## config.mk

```make
export PLATFORM = sky130hd
export DESIGN_NAME = iob_picorv32_wbuf
export DESIGN_NICKNAME = d
export VERILOG_FILES = /design/src/rtl/iob_picorv32_wbuf_pkg.sv /design/src/rtl/iob_picorv32_wbuf_fifo.sv /design/src/rtl/iob_picorv32_wbuf.sv
export SDC_FILE = /design/constraint.sdc
export NUM_CORES = 1
export LEC_CHECK = 0
export ABC_AREA = 1
export CAP_MARGIN = 40
export CORE_ASPECT_RATIO = 1.4
export CORE_MARGIN = 2
export CORE_UTILIZATION = 53
export CTS_CLUSTER_SIZE = 12
export DETAILED_ROUTE_END_ITERATION = 16
export HOLD_SLACK_MARGIN = 0.1
export PLACE_DENSITY = 0.79
export SYNTH_ARGS = -nofsm -noshare
export SYNTH_HDL_FRONTEND = slang
export SYNTH_SLANG_ARGS = --single-unit
```

## constraint.sdc

```tcl
create_clock -name clk_i -period 7.17 [get_ports clk_i]
set_input_delay 1.7925 -clock clk_i [delete_from_list [all_inputs] [get_ports clk_i]]
set_output_delay 1.7925 -clock clk_i [all_outputs]
set_load 0.01 [all_outputs]
```

## src/rtl/iob_picorv32_wbuf_pkg.sv

```systemverilog
// Shared types for the PicoRV32 posted-write buffer: read FSM encoding and FIFO entry width.
package iob_picorv32_wbuf_pkg;

  typedef enum logic [1:0] {
    ST_IDLE     = 2'd0,
    ST_RD_DRAIN = 2'd1,
    ST_RD_REQ   = 2'd2,
    ST_RD_WAIT  = 2'd3
  } wbuf_state_e;

  // Entry layout is {addr, wdata, wstrb}.
  function automatic int wbuf_entry_w(input int addr_w, input int data_w);
    return addr_w + data_w + data_w / 8;
  endfunction

endpackage

```

## src/rtl/iob_picorv32_wbuf_fifo.sv

```systemverilog
// Register-array FIFO with synchronous reset and clock enable; pointers wrap modulo depth.
module iob_picorv32_wbuf_fifo #(
  parameter int W          = 8,
  parameter int DEPTH_LOG2 = 2
) (
  input  logic                  clk_i,
  input  logic                  cke_i,
  input  logic                  rst_i,
  input  logic                  push_i,
  input  logic [W-1:0]          data_i,
  input  logic                  pop_i,
  output logic [W-1:0]          data_o,
  output logic                  full_o,
  output logic                  empty_o,
  output logic [DEPTH_LOG2:0]   count_o
);
  localparam int DEPTH = 2 ** DEPTH_LOG2;
  localparam logic [DEPTH_LOG2:0] C_LAST  = (DEPTH_LOG2 + 1)'(DEPTH - 1);
  localparam logic [DEPTH_LOG2:0] C_DEPTH = (DEPTH_LOG2 + 1)'(DEPTH);

  logic [W-1:0]        r_mem [DEPTH];
  logic [DEPTH_LOG2:0] r_wptr, r_rptr, r_count;
  logic                w_push, w_pop;

  assign full_o  = (r_count == C_DEPTH);
  assign empty_o = (r_count == '0);
  assign count_o = r_count;
  assign data_o  = r_mem[r_rptr[DEPTH_LOG2-1:0]];
  assign w_push  = push_i & ~full_o;
  assign w_pop   = pop_i & ~empty_o;

  always_ff @(posedge clk_i) begin
    if (rst_i) begin
      r_wptr  <= '0;
      r_rptr  <= '0;
      r_count <= '0;
    end else if (cke_i) begin
      if (w_push) r_wptr <= (r_wptr == C_LAST) ? '0 : r_wptr + 1'b1;
      if (w_pop)  r_rptr <= (r_rptr == C_LAST) ? '0 : r_rptr + 1'b1;
      case ({w_push, w_pop})
        2'b10:   r_count <= r_count + 1'b1;
        2'b01:   r_count <= r_count - 1'b1;
        default: r_count <= r_count;
      endcase
    end
  end

  always_ff @(posedge clk_i) begin
    if (cke_i && w_push) r_mem[r_wptr[DEPTH_LOG2-1:0]] <= data_i;
  end

endmodule

```

## src/rtl/iob_picorv32_wbuf.sv

```systemverilog
// Posted-write buffer: stores are acked into a FIFO and drained in the background;
// loads wait for the FIFO to empty and then go out as a single outstanding read.
module iob_picorv32_wbuf
  import iob_picorv32_wbuf_pkg::*;
#(
  parameter int ADDR_W     = 30,
  parameter int DATA_W     = 32,
  parameter int DEPTH_LOG2 = 2
) (
  input  logic                clk_i,
  input  logic                cke_i,
  input  logic                rst_i,
  input  logic                s_avalid_i,
  input  logic [ADDR_W-1:0]   s_addr_i,
  input  logic [DATA_W-1:0]   s_wdata_i,
  input  logic [DATA_W/8-1:0] s_wstrb_i,
  output logic                s_ready_o,
  output logic [DATA_W-1:0]   s_rdata_o,
  output logic                s_rvalid_o,
  output logic                m_avalid_o,
  output logic [ADDR_W-1:0]   m_addr_o,
  output logic [DATA_W-1:0]   m_wdata_o,
  output logic [DATA_W/8-1:0] m_wstrb_o,
  input  logic                m_ready_i,
  input  logic [DATA_W-1:0]   m_rdata_i,
  input  logic                m_rvalid_i,
  output logic                empty_o
);
  localparam int ENTRY_W = wbuf_entry_w(ADDR_W, DATA_W);

  wbuf_state_e         r_state;
  logic [DATA_W-1:0]   r_rdata;
  logic                r_rvalid;

  logic                w_is_write, w_is_read, w_drain, w_push, w_pop;
  logic                w_full, w_fifo_empty;
  logic [DEPTH_LOG2:0] w_count;
  logic [ENTRY_W-1:0]  w_head;
  logic [ADDR_W-1:0]   w_head_addr;
  logic [DATA_W-1:0]   w_head_wdata;
  logic [DATA_W/8-1:0] w_head_wstrb;

  assign {w_head_addr, w_head_wdata, w_head_wstrb} = w_head;

  assign w_is_write = s_avalid_i & (|s_wstrb_i);
  assign w_is_read  = s_avalid_i & ~(|s_wstrb_i);
  // The FIFO keeps draining while a read waits behind it.
  assign w_drain    = ~w_fifo_empty & ((r_state == ST_IDLE) | (r_state == ST_RD_DRAIN));
  assign w_push     = w_is_write & ~w_full & (r_state == ST_IDLE);
  assign w_pop      = w_drain & m_ready_i;

  iob_picorv32_wbuf_fifo #(
    .W          (ENTRY_W),
    .DEPTH_LOG2 (DEPTH_LOG2)
  ) u_fifo (
    .clk_i   (clk_i),
    .cke_i   (cke_i),
    .rst_i   (rst_i),
    .push_i  (w_push),
    .data_i  ({s_addr_i, s_wdata_i, s_wstrb_i}),
    .pop_i   (w_pop),
    .data_o  (w_head),
    .full_o  (w_full),
    .empty_o (w_fifo_empty),
    .count_o (w_count)
  );

  always_comb begin
    s_ready_o  = 1'b0;
    m_avalid_o = 1'b0;
    m_addr_o   = '0;
    m_wdata_o  = '0;
    m_wstrb_o  = '0;
    if (w_drain) begin
      m_avalid_o = 1'b1;
      m_addr_o   = w_head_addr;
      m_wdata_o  = w_head_wdata;
      m_wstrb_o  = w_head_wstrb;
    end
    case (r_state)
      ST_IDLE:   s_ready_o = w_push;
      ST_RD_REQ: begin
        s_ready_o  = m_ready_i;
        m_avalid_o = 1'b1;
        m_addr_o   = s_addr_i;
      end
      default:   s_ready_o = 1'b0;
    endcase
  end

  always_ff @(posedge clk_i) begin
    if (rst_i) begin
      r_state  <= ST_IDLE;
      r_rdata  <= '0;
      r_rvalid <= 1'b0;
    end else if (cke_i) begin
      r_rvalid <= 1'b0;
      case (r_state)
        ST_IDLE:     if (w_is_read) r_state <= w_fifo_empty ? ST_RD_REQ : ST_RD_DRAIN;
        ST_RD_DRAIN: if (w_count == '0) r_state <= ST_RD_REQ;
        ST_RD_REQ:   if (m_ready_i) r_state <= ST_RD_WAIT;
        ST_RD_WAIT: begin
          if (m_rvalid_i) begin
            r_rdata  <= m_rdata_i;
            r_rvalid <= 1'b1;
            r_state  <= ST_IDLE;
          end
        end
        default:     r_state <= ST_IDLE;
      endcase
    end
  end

  assign s_rdata_o  = r_rdata;
  assign s_rvalid_o = r_rvalid;
  assign empty_o    = w_fifo_empty & (r_state == ST_IDLE);

endmodule

```

==> results of run 1 <==
## power by group through the flow
stage / combinational [uW] / sequential (uW) / clock, uW
floorplan: 400 / 2080 / 0
detailed placement: 777 / 2090 / 0
global route: 850 / 2060 / 1480
finish: 776 / 2060 / 1390
CTS: 782 / 2050 / 1410
global placement: 755 / 2090 / 0
## stage by stage
step	area (um^2)	total power, uW	instances	hold slack, ps
floorplan	12500	2480	1104	418
global placement	14600	2850	1564	432
detailed placement	14800	2870	1569	435
CTS	15600	4250	1613	442
global route	15600	4390	1613	461
finish	15600	4220	1613	439
## cells in the mapped netlist, drive strengths merged
cell type and number:
inv 56, edfxtp 264, fa 1, o21ai 139, nand4 1, ha 11
clkbuf 22, nor2 165, buf 42, or2 2, nand3 68, nand2 207
a21oi 80, dfxtp 46
## flip-flops by register name, summed over array words and instances (netlist names), named ones only
| register | count |
|---|---|
| u_fifo.r_mem | 264 |
| s_rdata_o | 32 |
| u_fifo.count_o | 3 |
| u_fifo.r_rptr | 3 |
| u_fifo.r_wptr | 3 |
| r_state | 2 |
| s_rvalid_o | 1 |
## critical path, delay by kind of cell
family	cells	cell delay, ps
buffers and inverters	2	960
and+or+nand+nor	3	490
AOI/OAI and AO/OA	1	90
## metal layers
metal,routed length [um],up-vias,track usage
met5,0,-,0
met4,821,0,0.0787
met3,1580,62,0.0340
met2,13800,296,0.404
met1,10800,4049,0.256
li1,-,4162,-
## final cells by class
type | instances | area (um^2)
clock buffer | 43 | 843
tap | 306 | 383
fill | 1653 | 7590
timing repair buffer | 223 | 2260
inverter | 56 | 214
multi-input combinational | 674 | 3050
clock inverter | 1 | 8.76
sequential | 310 | 8850
## kinds of logic (layout without fill, tap and decap cells)
kind of cell | after synthesis | in the layout | share of synthesized area
AO/OA/AOI/OAI | 219 | 219 | 0.0879
buffers and inverters | 120 | 323 | 0.0486
flip-flops | 310 | 310 | 0.710
AND/OR/NAND/NOR | 443 | 443 | 0.141
adder cells (fa/ha/maj) | 12 | 12 | 0.0126
## layout by cell type (no fill, tap or decap)
| master | netlist | layout |
|---|---|---|
| sky130_fd_sc_hd__clkbuf_2 | 5 | 2 |
| sky130_fd_sc_hd__inv_1 | 54 | 54 |
| sky130_fd_sc_hd__buf_4 | 8 | 13 |
| sky130_fd_sc_hd__dfxtp_1 | 46 | 44 |
| sky130_fd_sc_hd__clkdlybuf4s50_1 | 0 | 205 |
| sky130_fd_sc_hd__clkbuf_1 | 17 | 8 |
| sky130_fd_sc_hd__o21ai_0 | 59 | 59 |
| sky130_fd_sc_hd__nor2_1 | 165 | 161 |
| sky130_fd_sc_hd__nand4_1 | 1 | 1 |
| sky130_fd_sc_hd__nor2_4 | 0 | 4 |
| sky130_fd_sc_hd__clkinv_2 | 0 | 1 |
| sky130_fd_sc_hd__edfxtp_1 | 264 | 264 |
| sky130_fd_sc_hd__nand3_1 | 68 | 67 |
| sky130_fd_sc_hd__nand2_2 | 1 | 1 |
| sky130_fd_sc_hd__dfxtp_2 | 0 | 1 |
| sky130_fd_sc_hd__o21ai_1 | 80 | 80 |
| sky130_fd_sc_hd__nand3_2 | 0 | 1 |
| sky130_fd_sc_hd__a21oi_1 | 80 | 80 |
| sky130_fd_sc_hd__dfxtp_4 | 0 | 1 |
| sky130_fd_sc_hd__clkbuf_16 | 0 | 31 |
| sky130_fd_sc_hd__buf_16 | 0 | 2 |
| sky130_fd_sc_hd__inv_4 | 1 | 1 |
| sky130_fd_sc_hd__clkinv_4 | 0 | 1 |
| sky130_fd_sc_hd__clkbuf_8 | 0 | 2 |
| sky130_fd_sc_hd__or2_2 | 2 | 2 |
| sky130_fd_sc_hd__ha_1 | 11 | 11 |
| sky130_fd_sc_hd__buf_12 | 0 | 3 |
| sky130_fd_sc_hd__nand2_1 | 206 | 206 |
| sky130_fd_sc_hd__fa_1 | 1 | 1 |
## path summary, 6_finish.rpt
path / from / to / depth (start not counted)
worst min-delay path: s_rdata_o[7] / s_rdata_o[7] / 2
worst max-delay path: s_wstrb_i[0] / s_ready_o / 6
worst max register to register: r_state[0] / u_fifo.r_mem[2][61] / 8
worst min register to register: s_rdata_o[7] / s_rdata_o[7] / 2
==> impl.org, run 1 <==
** Global route
- Wire length of the first global-routing pass :: 42.5 mm
- Global-route congestion overflow total :: 0
- The number of global-route vias before repair came to 8,518.
- Entering global routing, the biggest net connects 75 pins.
- The number of antenna violations at the first check in global routing is 0.
- Overall routing resource usage :: 0.218

** Timing
- The worst pin sits at a relative slew slack of 0.413.
- Based on the critical path, the design can be clocked at up to 0.195 GHz.
- The smallest clock period supported by the final layout is computed as 5130 ps.
- Setup total negative slack :: 0 ps
- Max-slew violations :: 0
- At the pin with the least slew margin, the transition time is 880 ps.
- Unrepaired setup endpoints after global routing :: false
- Final Hold Fails :: 0
- Setup-failing EPs final :: 0
- Worst setup skew after layout :: 10.8 ps
- Final critical-path setup slack :: 2040 ps
- In the finished design, the share of the clock period the worst path needs comes to 0.715.

** Routing
- Dividing the detail-routed wire length by the instance count gives 16.7 um.
- Via-to-Cell Ratio :: about 5.3
- Final Routed Wirelength :: 27.0 mm
- Detailed routing inserted a total of between 8,000 and 9,000 vias.
- In the routed design, unresolved DRC markers number 0.
- The detail route stage leaves a number of antenna-violating nets equal to 0.
- Iteration count of the initial detailed-routing pass :: 5
- Initial detailed-routing violation count :: 609

** Floorplan
- For this configuration, the core starts out at a cell density of 0.537.
- Die Y :: 185 um
- For this design the top-level I/O count stands at 206.
- Floorplan row count :: 66
- The floorplan step defined a die boundary enclosing approximately 25,000 um^2.
- Die width :: 134 um
- Core Region :: 23,200 um^2

** CTS
- Clock insertion delay at the later pin of the skew report :: 530 ps
- Clock tree from TritonCTS :: done
- Clock-pin slew was measured on the worst setup and hold paths at roughly 50 ps.
- Number of gates given a new drive strength after cts :: 0
- The clock passes through at most 3 buffers.
- Clock tree synthesis inserted a total of 30 buffers.
- Root Buffer :: sky130_fd_sc_hd__clkbuf_16
- CTS built an H-tree with a depth of 1.
- Setup repair bufs after CTS :: 0
- Clock net sink count :: 310
- For this design, the CTS-stage hold fixing added 0 buffers.

** Power
- Power Dens Cells :: 270 nW/um^2
- Of the total power, the share spent switching nets is 0.248.
- Leak pwr :: ~0.0055 uW
- The internal power of the cells totals 3170 uW.
- Sw power :: 1050 uW
- Clock network fraction of design power :: 0.329
- Combinational share of power :: 0.184
- IR drop worst, VDD :: between 0.15 and 0.2 mV
- Of the total power, registers draw 0.487.

** Synth
- Netlist area before placement :: 12,500 um^2
- The share of the Yosys chip area taken by registers is 0.710.
- Unique masters post-synth :: 22
- Number of warning messages in the yosys log :: 0
- After synthesis the netlist holds a flip-flop and latch count of 310.
- The cell count after synthesis came out at about 1,100.
- Synth area leaders :: sky130_fd_sc_hd__edfxtp_1 (64%), sky130_fd_sc_hd__dfxtp_1 (7.4%), sky130_fd_sc_hd__nand2_1 (6.2%)
- The share of synthesized area in the top cell type comes to 0.636.
- Synthesis produced a netlist with a net count of 1,220.
- The biggest area contributor in the post-synthesis netlist is sky130_fd_sc_hd__edfxtp_1.
- Each instance of the synthesized netlist takes up on average 11.3 um^2.

** Setup path
- The setup check on the worst reg-to-reg path leaves a slack of 4300 ps.
- The worst setup path is of the input pin to output port kind.
- The signal on the critical path passes through clkdlybuf4s50_1, nor2_1, nand2_1, nand2_1, o21ai_0, clkdlybuf4s50_1.
- The worst setup path is captured at an output port.
- STA puts the critical path data required time at 5380 ps.
- Of all nets on the critical path, the largest fanout is 5.
- Nature of the critical path startpoint :: input pin
- CP max-delay cell :: sky130_fd_sc_hd__clkdlybuf4s50_1
- In this design, the stage delay of the slowest critical-path cell is 500 ps.
- Data on the critical path arrives at its endpoint at 3330 ps.

** Final layout
- For this run, the post-layout net count is 1,411.
- Area growth from synthesis to layout :: 25.3%
- Diode insertion count for antenna repair :: 0
- Fraction of layout instances using a drive strength above 1 :: 0.0505
- Measured on the finished design, the core utilization comes to 0.673.

** Place
- Detailed placement finished with a half-perimeter wire length of about 16 mm.
- Routability Congestion :: 0.758
- Buffers placed on the I/O ports in this run total 205.
- Worst setup slack before clock tree synthesis :: roughly 2000 ps

** Outcome
- The run finished with clean final reports.

** Worst hold path
- In this run the worst hold path is classified as register to register.

** Flow run
- Max-cap viol count :: 0
(Power assumes the default switching activity.)
==> run 2, diff against run 1 <==
==> constraint.sdc (replaced) <==
create_clock -name clk_i -period 5.1 [get_ports clk_i]
set_input_delay 1.275 -clock clk_i [delete_from_list [all_inputs] [get_ports clk_i]]
set_output_delay 1.275 -clock clk_i [all_outputs]
set_load 0.01 [all_outputs]
==> run 2 against run 1 <==
Total power increased by 41%. Non-clock buffer count did not move. Sequential share of layout area fell by 0.082 points. Clock power increased by 42%. Critical path depth increased by 2. Die area unchanged. Critical path type is now register to output port. Highest routed layer unchanged.
==> impl.org, run 2 (same netlist as run 1, synthesis figures left out) <==
** CTS
- Number of levels the H-tree was split into :: 1
- For this design, the CTS-stage hold fixing added 0 buffers.
- In this run, post-CTS repair resized a total of 0 instances.
- Clock-pin slew on the worst setup and hold paths :: 60 ps
- Buffer levels on the longest clock path :: 3
- TritonCTS built the clock tree.
- The number of setup buffers added after CTS is 0.
- The clock reaches the later pin of the worst-skew pair after roughly 540 ps.
- TritonCTS created 30 clock buffers.
- Clock net sink count :: 310
- The cell sitting at the root of the clock tree is a sky130_fd_sc_hd__clkbuf_16.

** Place
- During placement, the flow inserted port buffers numbering about 210.
- DPL Wire Length :: about 16 mm
- Routability Congestion :: 0.784

** Global route
- For this run the aggregate overflow at the end of global routing stands at 0.
- The first global-routing pass estimated 42.5 mm of wire.
- Largest net degree at the start of global routing :: 74
- The number of global-route vias before repair was 8,512.
- The number of antenna violations at the first check in global routing came to 0.
- For this run, the total global-route usage over all layers was measured as 0.216.

** Setup path
- STA classifies the critical path startpoint as a register.
- At the worst endpoint, the required time is approximately 3800 ps.
- At the worst endpoint, the arrival time is 3110 ps.
- Kind of critical path :: register to output port
- CP Capture Type :: output port
- Along the worst path, the maximum fanout reaches 12.

** Final layout
- Commonest non-fill, non-tap cells in the layout :: sky130_fd_sc_hd__edfxtp_1 (264), sky130_fd_sc_hd__nand2_1 (206), sky130_fd_sc_hd__clkdlybuf4s50_1 (205), sky130_fd_sc_hd__nor2_1 (161)
- Most common cell after layout, fill and taps aside :: sky130_fd_sc_hd__edfxtp_1
- The register with the most flip-flops in the layout has 264 of them.
- Layout Nets :: 1,411
- Fraction of the core area covered by cells at the end of the flow :: 0.674
- Diode insertion count for antenna repair :: 0
- Of the cells placed in the final design, the portion with a size suffix greater than 1 is 0.0496.
- Counting the fill cells in the layout gives 1,661.
- The area growth from synthesis to layout is 25.4%.

** Timing
- At the pin with the least slew margin, the transition time is 885 ps.
- For this run, the top clock speed supported by timing is 0.228 GHz.
- Of the available clock period, the critical path in the final layout requires 0.859.
- Worst relative slew slack :: 0.410
- Worst setup skew after layout :: between 10 and 15 ps
- Setup repair after global routing left no endpoint under its margin.
- Final Hold Fails :: 0
- Setup violations remaining at the end of the flow were counted as 0.
- Max-slew violations :: 0
- Setup total negative slack :: 0 ps
- Final min period :: 4380 ps

** Flow run
- Max-cap violations in this run came to 0.

** Routing
- Iteration count of the initial detailed-routing pass :: 5
- Initial detailed-routing violation count :: 637
- For this run, design rule violations remaining after detail routing come to 0.
- Average wire per cell in the routed design :: 16.7 um
- Via-to-Cell Ratio :: 5.35
- Final Routed Wirelength :: between 20 and 30 mm
- The final route contains 8,645 vias.
- Number of nets with antenna violations after routing :: 0

** Worst hold path
- Worst hold path type :: register to register

** Power
- For this design the ratio of total power to cell area is 381 nW/um^2.
- The worst-case IR drop observed on VDD is between 0.2 and 0.3 mV.
- For this design the static power due to leakage is 0.00546 uW.

** Outcome
- Outcome :: completed

** Floorplan
- Die Y :: ~190 um
- The die covers roughly 25,000 um^2.
- Number of top-level pins :: 206
- Starting utilization of the core area :: 0.537
- Die width :: roughly 130 um
- Floorplan row count :: 66
- The region available for standard cell placement spans 23,200 um^2.
[run 2: changes by cell type in the layout (fill, tap and decap cells not counted), sizes merged]
| cell | delta |
|---|---|
| clkbuf | +3 |
| clkinv | -1 |
| inv | +1 |
[run 2: metal layers]
| metal | up-vias | global-route usage | part of all wire |
|---|---|---|---|
| met4 | 0 | 0.0881 | 0.032 |
| met5 | - | 0 | 0 |
| met3 | 60 | 0.0286 | 0.057 |
| met1 | 4128 | 0.256 | 0.39 |
| li1 | 4166 | - | - |
| met2 | 291 | 0.397 | 0.52 |
[run 2: worst paths after layout]
kind / from / end / slack, ps / depth (start not counted)
max: r_state[1] / m_addr_o[7] / 720 / 8
min: s_rdata_o[3] / s_rdata_o[3] / 440 / 2
max reg2reg: r_state[1] / u_fifo.r_mem[1][4] / 2420 / 7
min reg2reg: s_rdata_o[3] / s_rdata_o[3] / 440 / 2
[run 2: power breakdown]
group	internal (uW)	leakage (uW)	switching (uW)
combinational	490	0.00227	608
sequential	2850	0.00277	31.9
clock	1150	0.000425	829
total	4490	0.00546	1470
[run 2: final cells by class]
cell class,instances,area (um^2),share of cell area
clock inverter,1,3.75,0.000240
sequential,310,8850,0.566
multi-input combinational,674,3050,0.195
timing repair buffer,223,2260,0.145
inverter,56,213,0.0136
tap,306,383,0.0245
clock buffer,46,872,0.0558
[run 2: per-stage QoR]
stage / cell area, um^2 / total power (uW) / hold slack [ps] / cells / worst slack (ps)
floorplan: 12500 / 3490 / 418 / 1104 / 111
global placement: 14700 / 4010 / 428 / 1567 / 1030
detailed placement: 14800 / 4030 / 433 / 1569 / 1020
CTS: 15600 / 6000 / 442 / 1616 / 698
global route: 15600 / 6200 / 457 / 1616 / 562
finish: 15600 / 5960 / 439 / 1616 / 719
[run 2: worst max-delay path, cell delays in order, from the launching register on]
cell                              delay [ps]
sky130_fd_sc_hd__dfxtp_1                 350
sky130_fd_sc_hd__inv_1                   110
sky130_fd_sc_hd__ha_1                    210
sky130_fd_sc_hd__inv_1                    70
sky130_fd_sc_hd__nand2_1                 120
sky130_fd_sc_hd__nand3_1                 590
sky130_fd_sc_hd__buf_4                   420
sky130_fd_sc_hd__o21ai_1                 150
sky130_fd_sc_hd__clkdlybuf4s50_1         560
